===== config.mk =====
export PLATFORM = sky130hd
export DESIGN_NAME = scoreboard_register_file
export DESIGN_NICKNAME = d
export VERILOG_FILES = /design/src/rtl/register_file_pkg.sv /design/src/rtl/regfile_read_port.sv /design/src/rtl/scoreboard_register_file.sv
export SDC_FILE = /design/constraint.sdc
export NUM_CORES = 1
export LEC_CHECK = 0
export CORE_AREA = 5 5 253 255
export CTS_CLUSTER_DIAMETER = 80
export DETAILED_ROUTE_END_ITERATION = 16
export DIE_AREA = 0 0 258 260
export PLACE_DENSITY_LB_ADDON = 0.3
export SLEW_MARGIN = 20
export SYNTH_ARGS = -nofsm -noshare
export SYNTH_HDL_FRONTEND = slang
export SYNTH_SLANG_ARGS = --single-unit

===== constraint.sdc =====
create_clock -name clk -period 5.7 [get_ports clk]
set_input_delay 1.14 -clock clk [delete_from_list [all_inputs] [get_ports clk]]
set_output_delay 1.14 -clock clk [all_outputs]
set_load 0.005 [all_outputs]

===== src/rtl/register_file_pkg.sv =====
// register_file_pkg: default sizes and shared typedefs for the scoreboard register file.
package register_file_pkg;
   localparam int WIDTH_DEF = 32;
   localparam int DEPTH_DEF = 16;
   typedef logic [$clog2(DEPTH_DEF)-1:0] reg_addr_t;
   typedef logic [WIDTH_DEF-1:0] reg_data_t;
endpackage


===== src/rtl/regfile_read_port.sv =====
// regfile_read_port: address decode, mux, optional forwarding and output register for one read port.
// REGFILE_BYPASS_EN forwards same-cycle write data and post-edge busy state.
module regfile_read_port
   import register_file_pkg::*;
#(
   parameter int WIDTH = WIDTH_DEF,
   parameter int DEPTH = DEPTH_DEF,
   localparam int ABITS = $clog2(DEPTH)
) (
   input  logic                   clk,
   input  logic                   reset_n,
   input  logic                   enable_n,
   input  logic [ABITS-1:0]       read_addr,
   input  logic [DEPTH*WIDTH-1:0] regs_flat,
   input  logic [DEPTH-1:0]       busy_pre,
   input  logic [DEPTH-1:0]       busy_post,
   input  logic                   wr_en,
   input  logic [ABITS-1:0]       wr_addr,
   input  logic [WIDTH-1:0]       wr_data,
   output logic [WIDTH-1:0]       read_data,
   output logic                   read_busy
);
   logic [WIDTH-1:0] read_data_q, read_data_d, sel_data;
   logic             read_busy_q, read_busy_d, sel_busy;
   logic             unused;
`ifdef REGFILE_BYPASS_EN
   // wr_en already excludes r0 and disabled cycles
   assign sel_data = (wr_en && wr_addr == read_addr) ? wr_data : regs_flat[int'(read_addr)*WIDTH +: WIDTH];
   assign sel_busy = busy_post[read_addr];
   assign unused   = ^busy_pre;
`else
   assign sel_data = regs_flat[int'(read_addr)*WIDTH +: WIDTH];
   assign sel_busy = busy_pre[read_addr];
   assign unused   = ^{busy_post, wr_en, wr_addr, wr_data};
`endif
   always_comb begin
      read_data_d = enable_n ? read_data_q : sel_data;
      read_busy_d = enable_n ? read_busy_q : sel_busy;
   end
   always_ff @(posedge clk or negedge reset_n) begin
      if (!reset_n) begin
         read_data_q <= '0;
         read_busy_q <= 1'b0;
      end else begin
         read_data_q <= read_data_d;
         read_busy_q <= read_busy_d;
      end
   end
   assign read_data = read_data_q;
   assign read_busy = read_busy_q;
endmodule


===== src/rtl/scoreboard_register_file.sv =====
// scoreboard_register_file: register file with per-register busy bits, two registered read ports.
// REGFILE_BYPASS_EN enables write-to-read forwarding in the read ports.
module scoreboard_register_file
   import register_file_pkg::*;
#(
   parameter int WIDTH = WIDTH_DEF,
   parameter int DEPTH = DEPTH_DEF,
   localparam int ABITS = $clog2(DEPTH)
) (
   input  logic             clk,
   input  logic             reset_n,
   input  logic             enable_n,
   input  logic             write_en,
   input  logic [ABITS-1:0] write_addr,
   input  logic [WIDTH-1:0] write_data,
   input  logic             reserve_en,
   input  logic [ABITS-1:0] reserve_addr,
   input  logic             flush,
   input  logic [ABITS-1:0] read_addr_a,
   input  logic [ABITS-1:0] read_addr_b,
   output logic [WIDTH-1:0] read_data_a,
   output logic [WIDTH-1:0] read_data_b,
   output logic             read_busy_a,
   output logic             read_busy_b,
   output logic [ABITS:0]   busy_count
);
   logic [WIDTH-1:0]       regs_q [DEPTH];
   logic [WIDTH-1:0]       regs_d [DEPTH];
   logic [DEPTH-1:0]       busy_q, busy_d;
   logic [ABITS:0]         busy_count_q, busy_count_d;
   logic [DEPTH*WIDTH-1:0] regs_flat;
   logic                   wr, rsv;
   assign wr  = !enable_n && write_en && write_addr != '0;
   assign rsv = !enable_n && reserve_en && reserve_addr != '0;
   // flush is applied last so it beats a same-cycle reserve; reserve beats write
   always_comb begin
      regs_d       = regs_q;
      busy_d       = busy_q;
      busy_count_d = busy_count_q;
      if (wr) begin
         regs_d[write_addr] = write_data;
         busy_d[write_addr] = 1'b0;
      end
      if (rsv) busy_d[reserve_addr] = 1'b1;
      if (!enable_n && flush) busy_d = '0;
      busy_d[0] = 1'b0;
      if (!enable_n) begin
         busy_count_d = '0;
         for (int i = 0; i < DEPTH; i++) busy_count_d = busy_count_d + {{ABITS{1'b0}}, busy_d[i]};
      end
   end
   always_ff @(posedge clk or negedge reset_n) begin
      if (!reset_n) begin
         regs_q       <= '{default: '0};
         busy_q       <= '0;
         busy_count_q <= '0;
      end else begin
         regs_q       <= regs_d;
         busy_q       <= busy_d;
         busy_count_q <= busy_count_d;
      end
   end
   for (genvar g = 0; g < DEPTH; g++) begin : g_flat
      assign regs_flat[g*WIDTH +: WIDTH] = regs_q[g];
   end
   regfile_read_port #(.WIDTH(WIDTH), .DEPTH(DEPTH)) u_port_a (
      .clk(clk), .reset_n(reset_n), .enable_n(enable_n), .read_addr(read_addr_a),
      .regs_flat(regs_flat), .busy_pre(busy_q), .busy_post(busy_d),
      .wr_en(wr), .wr_addr(write_addr), .wr_data(write_data),
      .read_data(read_data_a), .read_busy(read_busy_a)
   );
   regfile_read_port #(.WIDTH(WIDTH), .DEPTH(DEPTH)) u_port_b (
      .clk(clk), .reset_n(reset_n), .enable_n(enable_n), .read_addr(read_addr_b),
      .regs_flat(regs_flat), .busy_pre(busy_q), .busy_post(busy_d),
      .wr_en(wr), .wr_addr(write_addr), .wr_data(write_data),
      .read_data(read_data_b), .read_busy(read_busy_b)
   );
   assign busy_count = busy_count_q;
endmodule

## After elaboration in Yosys (flattened, before gate mapping)

Cells that the tools add are included.

| storage, ports and cells | value |
|---|---|
| register bits after elaboration | 598 |
| input bits | 54 |
| logic and storage cells | 75 |

| operators by class | value |
|---|---|
| bitwise logic cells | 4 |
| mux-type cells | 14 |
| reduce and logical (&&, ||, !) cells | 11 |
| shift operators | 2 |
| $add $sub $neg | 14 |
| $lt $le $gt $ge | 8 |

Operators with widths:

| kind | count |
|---|---|
| $shiftx 512x10->32 | 2 |
| $bwmux 512 | 1 |
| $demux 32 s4 | 1 |
| $add 5x1->5 | 10 |
| $mux 16 | 3 |
| $mux 32 | 1 |
| $lt 4x5->1 const B | 4 |
| $and 16x16->16 | 1 |
| $not 16->16 | 1 |
| $or 16x16->16 | 1 |
| $bmux 1 s4 | 2 |
| $demux 1 s4 | 2 |
| $ge 4x1->1 const B | 2 |
| $logic_and 1x1->1 | 8 |
| $reduce_bool 4->1 | 2 |
| $add 4x1->5 | 1 |
| $ge 5x5->1 const B | 1 |
| $lt 5x1->1 const B | 1 |
| $not 4->5 | 1 |
| $add 3x1->4 | 1 |
| $mux 1 | 4 |
| $add 2x1->3 | 1 |
| $add 1x1->2 | 1 |
| $logic_not 1->1 | 1 |

## Longest topological paths before layout

Gate-level depths: netlist of the first run.

| logic depth | value |
|---|---|
| depth in word-level cells | 24 |
| depth in mapped cells | 18 |
| depth with buffers taken out | 16 |

## Cells and area by module

Synthesis of the first run repeated with hierarchy kept, for this count alone.

| second synthesis, totals | value |
|---|---|
| cell total of the unflattened synthesis | 1,937 |
| area total of the unflattened synthesis | 30,707.0 um^2 |

By module, submodules not included:

| module | area each (um^2) | cells an instance | sequential area each (um^2) | instances |
|---|---|---|---|---|
| scoreboard_register_file | 20,284.5 | 1,231 | 13,287.7 | 1 |
| regfile_read_port | 5,211.2 | 353 | 825.8 | 2 |

## Worst setup path after synthesis of the first run

No wires, ideal clock.

| timing path | value |
|---|---|
| path type | input to register |
| from | input write_addr[1] |
| to | register busy_count_q[2], in the netlist busy_count[2] |
| arrival | 5,254 ps |
| path buffers | 1 |
| setup slack | 363 ps |
| stages | 16 |
| cell sequence | nor4b_2 nand2_1 buf_2 a22oi_1 nor2_1 fa_1 inv_1 fa_1 fa_1 inv_1 fa_1 inv_1 fa_1 fa_1 xor2_1 o21ai_0 |

RTL lines:

| what | RTL line | source |
|---|---|---|
| start, declared | scoreboard_register_file.sv:14 | `input logic [ABITS-1:0] write_addr,` |
| $lt 4x5->1 (implied by the code) or $ge 4x1->1 (tied branches) | scoreboard_register_file.sv:42 | `busy_d[write_addr] = 1'b0;` |
| $logic_and 1x1->1 (implied by the code) | scoreboard_register_file.sv:42 |  |
| $mux 1 (implied by the code) | scoreboard_register_file.sv:42 |  |
| $demux 1 s4 | scoreboard_register_file.sv:42 |  |
| $not 16->16 (no line) | -- |  |
| $and 16x16->16 (no line) | -- |  |
| $mux 16 * | scoreboard_register_file.sv:40 | `if (wr) begin` |
| $or 16x16->16 (no line) | -- |  |
| $mux 16 * | scoreboard_register_file.sv:44 | `if (rsv) busy_d[reserve_addr] = 1'b1;` |
| $mux 16 * | scoreboard_register_file.sv:45 | `if (!enable_n && flush) busy_d = '0;` |
| net busy_d[8] | scoreboard_register_file.sv:29 | `logic [DEPTH-1:0] busy_q, busy_d;` |
| $add 5x1->5 * (8 in series) | scoreboard_register_file.sv:49 | `for (int i = 0; i < DEPTH; i++) busy_count_d = busy_count_d + {{ABITS{1'b0}}, busy_d[i]};` |
| end signal, assigned | scoreboard_register_file.sv:60 | `busy_count_q <= busy_count_d;` |
| end, declared | scoreboard_register_file.sv:30 | `logic [ABITS:0] busy_count_q, busy_count_d;` |

The timed path passes the listed nets; every way through them passes the cells marked *.
A chain may end at the register's enable or synchronous reset.

## Final worst setup path of the first run

| timing path | value |
|---|---|
| from | input reserve_addr[2] |
| to | register busy_count_q[2], in the netlist busy_count[2] |

RTL lines:

| what | RTL line | source |
|---|---|---|
| start, declared | scoreboard_register_file.sv:17 | `input logic [ABITS-1:0] reserve_addr,` |
| $lt 4x5->1 (implied by the code) or $ge 4x1->1 (tied branches) | scoreboard_register_file.sv:44 |  |
| $logic_and 1x1->1 (implied by the code) | scoreboard_register_file.sv:44 |  |
| $mux 1 (implied by the code) | scoreboard_register_file.sv:44 |  |
| $demux 1 s4 | scoreboard_register_file.sv:44 |  |
| $or 16x16->16 (no line) | -- |  |
| $mux 16 * | scoreboard_register_file.sv:44 |  |
| $mux 16 * | scoreboard_register_file.sv:45 |  |
| net busy_d[4] | scoreboard_register_file.sv:29 |  |
| $add 3x1->4 * | scoreboard_register_file.sv:49 |  |
| $add 4x1->5 * | scoreboard_register_file.sv:49 |  |
| $add 5x1->5 * (10 in series) | scoreboard_register_file.sv:49 |  |

Marks and branches as above.

==> results of run 1 <==
stage by stage:
| stage | hold slack [ns] | setup TNS (ns) | worst slack (ns) | utilization (%) |
|---|---|---|---|---|
| floorplan | 0.4413 | 0 | 0.3633 | - |
| global placement | 0.3763 | -0.01796 | -0.01796 | 52.12 |
| detailed placement | 0.3820 | -0.2302 | -0.1377 | 52.12 |
| global route | 0.4081 | 0 | 0.2347 | 55.88 |
| finish | 0.3919 | 0 | 0.4439 | 55.89 |
| CTS | 0.3968 | 0 | 0.5031 | 55.88 |
metal layers:
layer	wire length [um]	vias to the layer above
met3	4676	174
met5	142	-
met4	2553	8
li1	-	7581
met1	32050	9877
met2	40160	600
sequential cells by signal (all words and copies together), names as in the netlist:
register	cells
busy_count	4
u_port_a.read_busy	1
u_port_b.read_busy	1
u_port_b.read_data	32
regs_flat	512
busy_q	15
u_port_a.read_data	32
path summary, 6_finish.rpt:
kind	startpoint	end	slack (ns)	depth (start not counted)
hold / removal	regs_flat[9]	regs_flat[9]	0.39	0
setup reg to reg	busy_q[2]	busy_count[2]	1.60	13
min in group asynchronous	reset_n	regs_flat[28]	0.56	1
setup / recovery	reserve_addr[2]	busy_count[2]	0.44	16
max in group asynchronous	reset_n	regs_flat[489]	3.91	2
hold reg to reg	regs_flat[9]	regs_flat[9]	0.39	0
where the power goes:
group / total, mW / internal (mW) / switching (mW)
clock network: 4.52 / 2.81 / 1.71
logic: 2.13 / 1.30 / 0.827
registers: 5.52 / 4.99 / 0.526
worst max-delay path, cell delays in order:
cell             delay (ns)
clkdlybuf4s50_1        0.58
inv_1                  0.09
nor3_1                 0.38
a22oi_1                0.14
nor2_1                 0.21
fa_1                   0.46
inv_1                  0.08
fa_1                   0.43
fa_1                   0.50
inv_1                  0.06
fa_1                   0.47
inv_1                  0.05
fa_1                   0.42
fa_1                   0.46
xor2_1                 0.17
o21ai_0                0.13
synth_stat cells (all sizes together) (2+ instances only):
cell type	count	area share, %
a211oi	64	1.6
o311ai	2	0.057
o21ai	3	0.049
a32oi	4	0.11
a22oi	4	0.099
mux2	482	18
and3	4	0.082
and2	6	0.12
mux2i	70	2.3
a21oi	4	0.066
dfrtp	597	49
a21o	64	1.6
nor2b	5	0.10
nand2	24	0.30
or2	2	0.041
mux4	262	19
clkbuf	94	1.2
inv	15	0.18
buf	130	3.0
and4bb	2	0.082
nor3	5	0.082
fa	10	0.66
nor2	10	0.12
a32o	3	0.099
nand2b	7	0.14
o22ai	64	1.3
nand3	2	0.033
ha	2	0.082
nand3b	2	0.049
kinds of logic after synthesis:
kind of cell    synth area share (%)
flops                          49.01
mux                            39.54
simple gates                   1.264
other cells                  0.01230
fa+ha+maj                     0.7388
compound gates                 5.004
xor+xnor                     0.02874
buf+inv                        4.404
cell usage in the layout (no fill, tap or decap), drive strengths merged, types with 3 or more instances in the layout:
| cell type | n |
|---|---|
| dfrtp | 597 |
| mux2 | 482 |
| mux4 | 262 |
| clkdlybuf4s50 | 113 |
| clkbuf | 85 |
| buf | 73 |
| mux2i | 70 |
| o22ai | 64 |
| a211oi | 64 |
| a21o | 64 |
| nand2 | 24 |
| inv | 16 |
| bufinv | 13 |
| clkinv | 12 |
| nor2 | 10 |
| fa | 10 |
| nand2b | 7 |
| and2 | 6 |
| nor2b | 5 |
| nor3 | 5 |
| a32oi | 4 |
| a22oi | 4 |
| a21oi | 4 |
| and3 | 4 |
| a32o | 3 |
| o21ai | 3 |
| clkinvlp | 3 |
area by class of cell:
type,instances,area [um2],area share (%)
Clock buffer,85,1819,5.304
Timing Repair Buffer,186,1763,5.140
Clock inverter,29,485.5,1.415
Tap cell,790,988.4,2.882
Antenna cell,2,5.005,0.01459
Multi-Input combinational cell,1114,14240,41.52
Sequential cell,597,14940,43.56
Inverter,15,56.30,0.1642
==> flow_metrics.env, run 1 <==
export IMPL_finalCritPeriodShare_pct=92.21
export IMPL_nets=2041
export IMPL_initial_core_util_pct=49.67
export IMPL_design_area_um2=34300
export IMPL_place_area_um2=31990
export IMPL_grt_total_usage_pct=23.97
export IMPL_cts_tree="built"
export IMPL_rsz0062_at_grt="false"
export IMPL_finalSetupViolations=0
export IMPL_worstMarginPinSlew_ns=0.9697
export IMPL_fin_worst_skew_ns=0.01425
export IMPL_worstSetupPathType="in -> reg"
export IMPL_die_x_um=258
export IMPL_drv_slew=0
export IMPL_synthArstFlopShare_pct=100.0
export IMPL_syn_inst=1950
export IMPL_drive_above_1_share_pct=25.62
export IMPL_ys_warn_count=0
export IMPL_grt_max_degree=128
export IMPL_critPathMaxFanout=5
export IMPL_fmax_mhz=190.3
export IMPL_hold_class="reg -> reg"
export IMPL_finalHoldViolCount=0
export IMPL_clkTransAtPathRegs_ns=0.06
export IMPL_area_growth_pct=12.52
export IMPL_peakVddDrop_v=0.0002687
export IMPL_syn_area_um2=30480
export IMPL_syn_nets=2016
export IMPL_io_buffers=123
export IMPL_period_minus_slack_ns=5.256
export IMPL_placementRows=91
export IMPL_drv_cap=0
export IMPL_cp_data_arrival_time_ns=5.79
export IMPL_ys_seq_area_share_pct=49.01
export IMPL_drt_initial_drc_count=1141
export IMPL_cp_start_kind="input port"
export IMPL_cts_htree_levels=2
export IMPL_die_h_um=260
export IMPL_viasPerCell=6.473
export IMPL_power_mw=12.17
export IMPL_io_pins=125
export IMPL_coreArea_um2=61370
export IMPL_vias=18240
export IMPL_place_congestion=0.8896
export IMPL_antenna_found_initial=5
export IMPL_clk_path_buf_depth=3
export IMPL_ant_nets=0
export IMPL_wire_per_inst_um=28.24
export IMPL_status="completed"
export IMPL_cts_hold_fix_buffers=0
export IMPL_ys_ff_latch=597
export IMPL_crit_path_end_kind="flip-flop"
export IMPL_synth_edff_count=0
export IMPL_met2_usage_pct=40.91
export IMPL_power_density_nw_per_um2=354.8
export IMPL_avgSynthCellArea_um2=15.63
export IMPL_numCtsBuffers=61
export IMPL_first_global_vias=19910
export IMPL_met1_usage_pct=31.29
export IMPL_grt_pass1_wl_um=123900
export IMPL_remaining_drc_errors=0
export IMPL_post_cts_setup_buffer_count=0
export IMPL_p_leak_nw=15.35
export IMPL_nFillCells=4693
export IMPL_grt_busiest_layer="met2"
export IMPL_cts_root_buf="clkbuf_16"
export IMPL_synth_flop_cell="dfrtp_1"
export IMPL_met3_usage_pct=4.971
export IMPL_dp_cells=2702
export IMPL_maxSlewHeadroom_pct=35.35
export IMPL_firstDrtPassIters=6
export IMPL_die_area_um2=67080
export IMPL_cts_resized=0
export IMPL_drt_total_wl_um=79580
export IMPL_worst_endpoint_required_ns=6.23
export IMPL_synth_cell_types=43
export IMPL_clk_latency_ns=0.62
export IMPL_instances_no_fill=2818
export IMPL_cts_sinks=597
export IMPL_dp_hpwl_um=44890
export IMPL_overflow=0
Power figures use the tool's default switching activity.
==> run 2: changes to the inputs <==
--- a/config.mk
+++ b/config.mk
@@ -10,7 +10,7 @@
 export DETAILED_ROUTE_END_ITERATION = 16
 export DIE_AREA = 0 0 258 260
 export PLACE_DENSITY_LB_ADDON = 0.3
-export SLEW_MARGIN = 20
+export SLEW_MARGIN = 40
 export SYNTH_ARGS = -nofsm -noshare
 export SYNTH_HDL_FRONTEND = slang
 export SYNTH_SLANG_ARGS = --single-unit
==> constraint.sdc (replaced) <==
create_clock -name clk -period 5.7 [get_ports clk]
set_input_delay 0.855 -clock clk [delete_from_list [all_inputs] [get_ports clk]]
set_output_delay 0.855 -clock clk [all_outputs]
set_load 0.005 [all_outputs]
==> flow_metrics.env, run 2 (synthesized netlist as in run 1, its figures left out) <==
export IMPL_crit_end="busy_count[2]"
export IMPL_worstMarginPinSlew_ns=0.8795
export IMPL_regToRegEndpoint="busy_count[2]"
export IMPL_instances_no_fill=2792
export IMPL_tns_ns=0
export IMPL_cpMostUsedCell="fa_1"
export IMPL_p_leak_nw=15.09
export IMPL_slowest_delay_ns=0.55
export IMPL_area_growth_pct=10.98
export IMPL_worstSetupPathType="in -> reg"
export IMPL_cts_tree="built"
export IMPL_die_x_um=258
export IMPL_grt_pass1_wl_um=119700
export IMPL_coreArea_um2=61370
export IMPL_vias=17950
export IMPL_power_density_nw_per_um2=338.7
export IMPL_power_mw=11.46
export IMPL_cts_htree_levels=2
export IMPL_rsz0062_at_grt="false"
export IMPL_final_cell_mix="597 x dfrtp_1, 422 x mux2_1, 256 x mux4_2"
export IMPL_path_cells="clkdlybuf4s50_1 > nor2b_1 > nand2_2 > a32oi_1 > nor2_1 > fa_1 > inv_1 > fa_1 > fa_1 > inv_1 > fa_1 > inv_1 > fa_1 > fa_1 > xor2_1 > o21ai_0"
export IMPL_first_global_vias=19530
export IMPL_drt_total_wl_um=77150
export IMPL_timing_rr_start="busy_q[2]"
export IMPL_met3_usage_pct=3.913
export IMPL_hold_class="in -> async"
export IMPL_finalCritPeriodShare_pct=88.77
export IMPL_die_area_um2=67080
export IMPL_firstDrtPassIters=5
export IMPL_place_congestion=0.9090
export IMPL_clkTransAtPathRegs_ns=0.06
export IMPL_initial_core_util_pct=49.67
export IMPL_drive_above_1_share_pct=23.95
export IMPL_grt_busiest_layer="met2"
export IMPL_dp_cells=2683
export IMPL_finalSetupViolations=0
export IMPL_layout_setup_ws_ns=0.6404
export IMPL_fin_worst_skew_ns=0.01923
export IMPL_worst_r2r_cell_count=13
export IMPL_placementRows=91
export IMPL_r2r_slack_ns=1.53
export IMPL_drv_cap=0
export IMPL_cts_sinks=597
export IMPL_wire_per_inst_um=27.63
export IMPL_ff_latch_area_um2=14940
export IMPL_io_buffers=123
export IMPL_pre_cts_ws_ns=0.09618
export IMPL_viasPerCell=6.429
export IMPL_cts_resized=0
export IMPL_grt_total_usage_pct=23.21
export IMPL_largest_reg_flops=512
export IMPL_clk_latency_ns=0.63
export IMPL_met1_usage_pct=30.31
export IMPL_dp_hpwl_um=43480
export IMPL_antenna_found_initial=3
export IMPL_drt_initial_drc_count=1131
export IMPL_clk_path_buf_depth=3
export IMPL_peakVddDrop_v=0.0002389
export IMPL_maxSlewHeadroom_pct=41.37
export IMPL_fmax_mhz=197.6
export IMPL_io_pins=125
export IMPL_ant_nets=0
export IMPL_cts_hold_fix_buffers=0
export IMPL_post_cts_setup_buffer_count=0
export IMPL_cp_slowest_cell="fa_1"
export IMPL_cp_data_arrival_time_ns=5.59
export IMPL_crit_start="write_addr[2]"
export IMPL_multi_input_area_um2=14240
export IMPL_crit_path_end_kind="flip-flop"
export IMPL_finalHoldViolCount=0
export IMPL_period_minus_slack_ns=5.060
export IMPL_cp_start_kind="input port"
export IMPL_numCtsBuffers=61
export IMPL_critPathMaxFanout=5
export IMPL_die_h_um=260
export IMPL_cts_root_buf="clkbuf_16"
export IMPL_final_common_cell="dfrtp_1"
export IMPL_overflow=0
export IMPL_worst_endpoint_required_ns=6.23
export IMPL_drv_slew=0
export IMPL_nets=2024
export IMPL_nFillCells=4731
export IMPL_status="completed"
export IMPL_met2_usage_pct=40.00
export IMPL_grt_max_degree=139
export IMPL_remaining_drc_errors=0
## run 2: layer usage
layer | wire length (um) | vias to the layer above | part of all wire, %
met5 | 12 | - | 0.016
met1 | 31130 | 9808 | 40
met2 | 39570 | 459 | 51
li1 | - | 7532 | -
met3 | 3790 | 150 | 4.9
met4 | 2645 | 2 | 3.4
## run 2: worst min path at each step
| stage | startpoint | end | cells past startpoint |
|---|---|---|---|
| 2_1_floorplan | regs_flat[0] | regs_flat[0] | 1 |
| 3_3_place_gp | regs_flat[19] | regs_flat[19] | 0 |
| 3_5_place_dp | regs_flat[2] | regs_flat[2] | 0 |
| 5_1_grt | reset_n | regs_flat[124] | 1 |
| 4_1_cts | reset_n | u_port_a.read_busy | 1 |
| 6_report | reset_n | u_port_a.read_busy | 1 |
## run 2: report_power, final
part	leakage, nW	internal (mW)	total (mW)	switching (mW)
Combinational	6.49	1.30	2.12	0.814
Sequential	7.68	4.99	5.51	0.516
Clock	0.923	2.18	3.83	1.65
## run 2: through the flow
stage | util [%] | hold WS (ns) | cell area (um2)
4_1_cts | 55.02 | 0.1927 | 33770
3_5_place_dp | 51.96 | 0.3820 | 31890
2_1_floorplan | - | 0.4413 | 30480
6_report | 55.12 | 0.2073 | 33830
3_3_place_gp | 51.90 | 0.3763 | 31850
5_1_grt | 55.12 | 0.2312 | 33830
## run 2: area by class of cell
| class | instances | area share (%) |
|---|---|---|
| sequential | 597 | 44.16 |
| inverter | 15 | 0.1664 |
| timing repair buffer | 169 | 5.078 |
| tap | 790 | 2.922 |
| clock inverter | 10 | 0.2515 |
| multi-input combinational | 1114 | 42.10 |
| antenna | 2 | 0.01479 |
| clock buffer | 95 | 5.304 |
## run 2: worst max-delay path, delay by kind of cell
family                   cells  cell delay [ns]
XOR/XNOR                     1             0.16
AND/OR/NAND/NOR              3             0.67
buffers and inverters        4             0.69
AO/OA/AOI/OAI                2             0.34
adder cells (fa/ha/maj)      6             2.87
